$ cat src/rtl/reconfig_sequencer.sv
// reconfig_sequencer: drives the remote-update pins (cfg_ENA/cfg_CBSEL/cfg_CONFIG) with setup/pulse timing, watchdog and one golden fallback; ports: clk, rst, req, req_image, cfg_ERROR in; cfg_ENA, cfg_CBSEL, cfg_CONFIG, busy, err_code, state_o out
module reconfig_sequencer #(
  parameter int SETUP_CYC = 16,
  parameter int PULSE_CYC = 8,
  parameter int TIMEOUT_CYC = 1000000,
  parameter logic [1:0] GOLDEN_IMG = 2'd0,
  parameter bit FALLBACK_EN = 1'b1
) (
  input  logic       clk,
  input  logic       rst,
  input  logic       req,
  input  logic [1:0] req_image,
  input  logic       cfg_ERROR,
  output logic       cfg_ENA,
  output logic [1:0] cfg_CBSEL,
  output logic       cfg_CONFIG,
  output logic       busy,
  output logic [1:0] err_code,
  output logic [2:0] state_o
);
  localparam int MAX_SP = SETUP_CYC > PULSE_CYC ? SETUP_CYC : PULSE_CYC;
  localparam int MAX_C = MAX_SP > TIMEOUT_CYC ? MAX_SP : TIMEOUT_CYC;
  localparam int CW = $clog2(MAX_C + 1);
  typedef enum logic [2:0] {IDLE = 3'd0, SETUP = 3'd1, PULSE = 3'd2, WAIT = 3'd3, RECOVER = 3'd4, FAIL = 3'd5} state_t;
  state_t state, state_n;
  logic [CW-1:0] cnt, cnt_n;
  logic [1:0] img, img_n, err_n;
  logic fb, fb_n, req_q, err_s1, err_sync, req_rise;
  assign req_rise = req & ~req_q;
  assign cfg_ENA = state inside {SETUP, PULSE, WAIT};
  assign cfg_CONFIG = state == PULSE;
  assign busy = state inside {SETUP, PULSE, WAIT, RECOVER};
  assign cfg_CBSEL = img;
  assign state_o = state;
  always_comb begin
    state_n = state;
    cnt_n = '0;
    img_n = img;
    fb_n = fb;
    err_n = err_code;
    case (state)
      IDLE, FAIL: if (req_rise) begin
        state_n = SETUP;
        img_n = req_image;
        err_n = 2'b00;
        fb_n = 1'b0;
      end
      SETUP: begin
        state_n = cnt == CW'(SETUP_CYC - 1) ? PULSE : SETUP;
        cnt_n = cnt == CW'(SETUP_CYC - 1) ? '0 : cnt + 1'b1;
      end
      PULSE: begin
        state_n = cnt == CW'(PULSE_CYC - 1) ? WAIT : PULSE;
        cnt_n = cnt == CW'(PULSE_CYC - 1) ? '0 : cnt + 1'b1;
      end
      WAIT: if (err_sync) begin
        err_n = 2'b01;
        state_n = RECOVER;
      end else if (cnt == CW'(TIMEOUT_CYC - 1)) begin
        err_n = 2'b10;
        state_n = RECOVER;
      end else cnt_n = cnt + 1'b1;
      RECOVER: if (FALLBACK_EN && !fb && img != GOLDEN_IMG) begin
        img_n = GOLDEN_IMG;
        fb_n = 1'b1;
        state_n = SETUP;
      end else state_n = FAIL;
      default: state_n = IDLE;
    endcase
  end
  always_ff @(posedge clk) begin
    if (rst) begin
      state <= IDLE;
      cnt <= '0;
      img <= '0;
      fb <= 1'b0;
      err_code <= '0;
      req_q <= 1'b0;
      err_s1 <= 1'b0;
      err_sync <= 1'b0;
    end else begin
      state <= state_n;
      cnt <= cnt_n;
      img <= img_n;
      fb <= fb_n;
      err_code <= err_n;
      req_q <= req;
      err_s1 <= cfg_ERROR;
      err_sync <= err_s1;
    end
  end
endmodule
$ cat config.mk
export PLATFORM = sky130hd
export DESIGN_NAME = reconfig_sequencer
export DESIGN_NICKNAME = d
export VERILOG_FILES = /design/src/rtl/reconfig_sequencer.sv
export SDC_FILE = /design/constraint.sdc
export NUM_CORES = 1
export LEC_CHECK = 0
export CAP_MARGIN = 0
export CORE_ASPECT_RATIO = 1.25
export CORE_UTILIZATION = 40
export CTS_BUF_LIST = sky130_fd_sc_hd__clkbuf_16
export CTS_CLUSTER_SIZE = 30
export DETAILED_ROUTE_END_ITERATION = 8
export HOLD_SLACK_MARGIN = 0.05
export MAX_ROUTING_LAYER = met4
export SLEW_MARGIN = 40
export SYNTH_ARGS = -nofsm -noshare
export SYNTH_HDL_FRONTEND = slang
export SYNTH_SLANG_ARGS = --single-unit
$ cat constraint.sdc
create_clock -name clk -period 2.82 [get_ports clk]
set_clock_uncertainty 0.15 [all_clocks]
set_input_delay 0.282 -clock clk [delete_from_list [all_inputs] [get_ports clk]]
set_output_delay 0.282 -clock clk [all_outputs]
set_load 0.02 [all_outputs]
==> metrics <==
Distinct cells, synth=40; Worst Max-Slew Pin Slew=0.638 ns; Syn Nets=173; Die X=56.3 um; critical path depth=3; DR vias=1193; Post-DP HPWL=2040 um; max-slew violation count=0; total gr overflow=0; DR iter-0 viols=51; FF-to-FF path depth=5; Syn Area/Cell=8.89 um2; CP bufs+invs=2; die height=69.9 um; core area=3510 um2; Hold/Removal Path Class=flop to flop; delay-heaviest family, CP=buffers and inverters; post-cts repair resize count=0; endpoints failing setup=0; Hold Crit Depth=1; Ys Warns=0; Port Buffer Count=15; gpl congestion=0.807; critical path peak fanout=12; part of the Yosys area used for sequential elements=42.0%; CTS Buffer Depth=2; Reg area=621 um2; Netlist Area Pre-Place=1480 um2; flops & latches, synth=31; leakage=0.000612 uW; worst setup path category=flop to output pin; DR WL/cell=12.6 um; Max Cap Violations=0; Power Total=1090 uW; CTS Hold Bufs=0; clk_lat worst skew=0.27 ns; Max transition margin=57.1%; Routed Antenna Nets=0; ys async rst share=0%; GR Util All Layers=17.0%; first-pass GRT wire length=5110 um; I/O pin total=16; initial core utilization=42.0%; RSZ-0062 raised after global routing=false; antenna violations before repair=0; number of remaining DRC errors=0; die area=3940 um2; Period minus WS final=2.31 ns; Antenna Cells=0; Post-CTS Setup Repair Bufs=0; CTS tree=done; Critical Path RT=2.39 ns; Avg Vias per Cell=5.40; Primary FF master, synth=dfxtp_1; Rows=24; pin count of the biggest net entering global routing=21; Worst EP arrival=1.87 ns; PD cells=612 nW/um2; Synth-to-Final Area Change=20.3%; crit path cell chain=or3b_1 -> inv_1 -> clkdlybuf4s50_1; number of synthesized flops with an enable pin=0; Worst setup SP type=flop; Final nets=189; share of cells above drive strength 1=7.14%; Setup TNS=0 ns; Critical-path top delay cell=clkdlybuf4s50_1; Max Clock Freq=434 MHz; Final Hold Fails=0; routed wire length=2770 um; Critical Path Max Stage Delay=0.59 ns; CTS root buffer=clkbuf_16; vias in the first global route=1154; crit end category=output pin; multi-input logic area=811 um2; Finished Core Util=50.5%; Final period util=81.8%; clock sink count=31; DR pass1 iterations=4; CTS Buf Count=5; Filler cells=331; Worst IR Drop VDD=0.443 mV; Cells after Synth=166; status=finished, final reports clean; clk slew on worst S/H paths=0.05 ns; CTS HTree Levels=2
==> worst paths after layout <==
kind | start | endpoint | slack [ns]
worst min register to register | err_s1 | err_sync | 0.30
worst max register to register | cnt[0] | cnt[14] | 0.61
worst max-delay path | state_o[1] | cfg_CONFIG | 0.51
worst min-delay path | err_s1 | err_sync | 0.30
==> stage by stage <==
step | worst slack (ns) | instance area [um2] | hold slack (ns) | instances
after floorplan | 0.997 | 1480 | 0.204 | 166
final | 0.514 | 1780 | 0.301 | 221
after CTS | 0.508 | 1780 | 0.300 | 221
after detailed placement | 0.540 | 1640 | 0.289 | 214
after global placement | 0.600 | 1640 | 0.282 | 214
after global routing | 0.337 | 1780 | 0.325 | 221
==> Yosys cell counts, drive strengths merged, types with 5 or more instances <==
master	instances	share of area (%)
dfxtp	31	42
nor2	29	7.4
xnor2	11	6.5
nand4	9	3.8
xor2	9	5.3
nand2	7	1.9
nand3	7	2.4
and3	6	2.6
o21ai	6	2.0
nor2b	5	2.1
==> cell families after synthesis <==
| kind of cell | share of synthesized area [%] |
|---|---|
| buf+inv | 3.05 |
| compound gates | 10.7 |
| fa+ha+maj | 0.847 |
| simple gates | 31.5 |
| xor+xnor | 11.9 |
| flops | 42.0 |
==> routing by layer <==
| layer | up-vias | part of all wire [%] | wire length [um] | global-route usage [%] |
|---|---|---|---|---|
| met5 | - | 0 | 0 | - |
| met4 | 0 | 2.2 | 62 | 8.40 |
| met3 | 5 | 3.6 | 100 | 4.63 |
| met2 | 21 | 49 | 1360 | 27.8 |
| met1 | 542 | 45 | 1250 | 19.0 |
| li1 | 625 | - | - | - |
==> flip-flops by register name, summed over array words and instances, names as in the netlist <==
| signal | count |
|---|---|
| cnt | 20 |
| state_o | 3 |
| cfg_CBSEL | 2 |
| err_code | 2 |
| err_s1 | 1 |
| err_sync | 1 |
| fb | 1 |
| req_q | 1 |
==> power breakdown <==
group	internal (uW)	switching [uW]
combinational	58.6	67.4
sequential	454	19.5
clock	316	172
total	828	259
==> final cells by class <==
cell class                      count  area share, %
Inverter                            3          0.634
Clock buffer                        5           7.05
Timing Repair Buffer               15           8.46
Tap cell                           39           2.75
Sequential cell                    31           35.0
Multi-Input combinational cell    126           45.7
Clock inverter                      2          0.493
==> placed cells by master (no fill, tap or decap), types with 3 or more instances in the layout <==
cell	instances
nand3_1	7
nor3_1	4
and3_1	5
o21ai_0	6
clkdlybuf4s50_1	15
a21oi_1	4
xnor2_1	11
nand4_1	9
nor2b_1	5
nand2_1	6
nor2_1	29
clkbuf_16	5
dfxtp_1	31
xor2_1	9
inv_1	3
No activity file was read; power rests on OpenSTA's default activity.
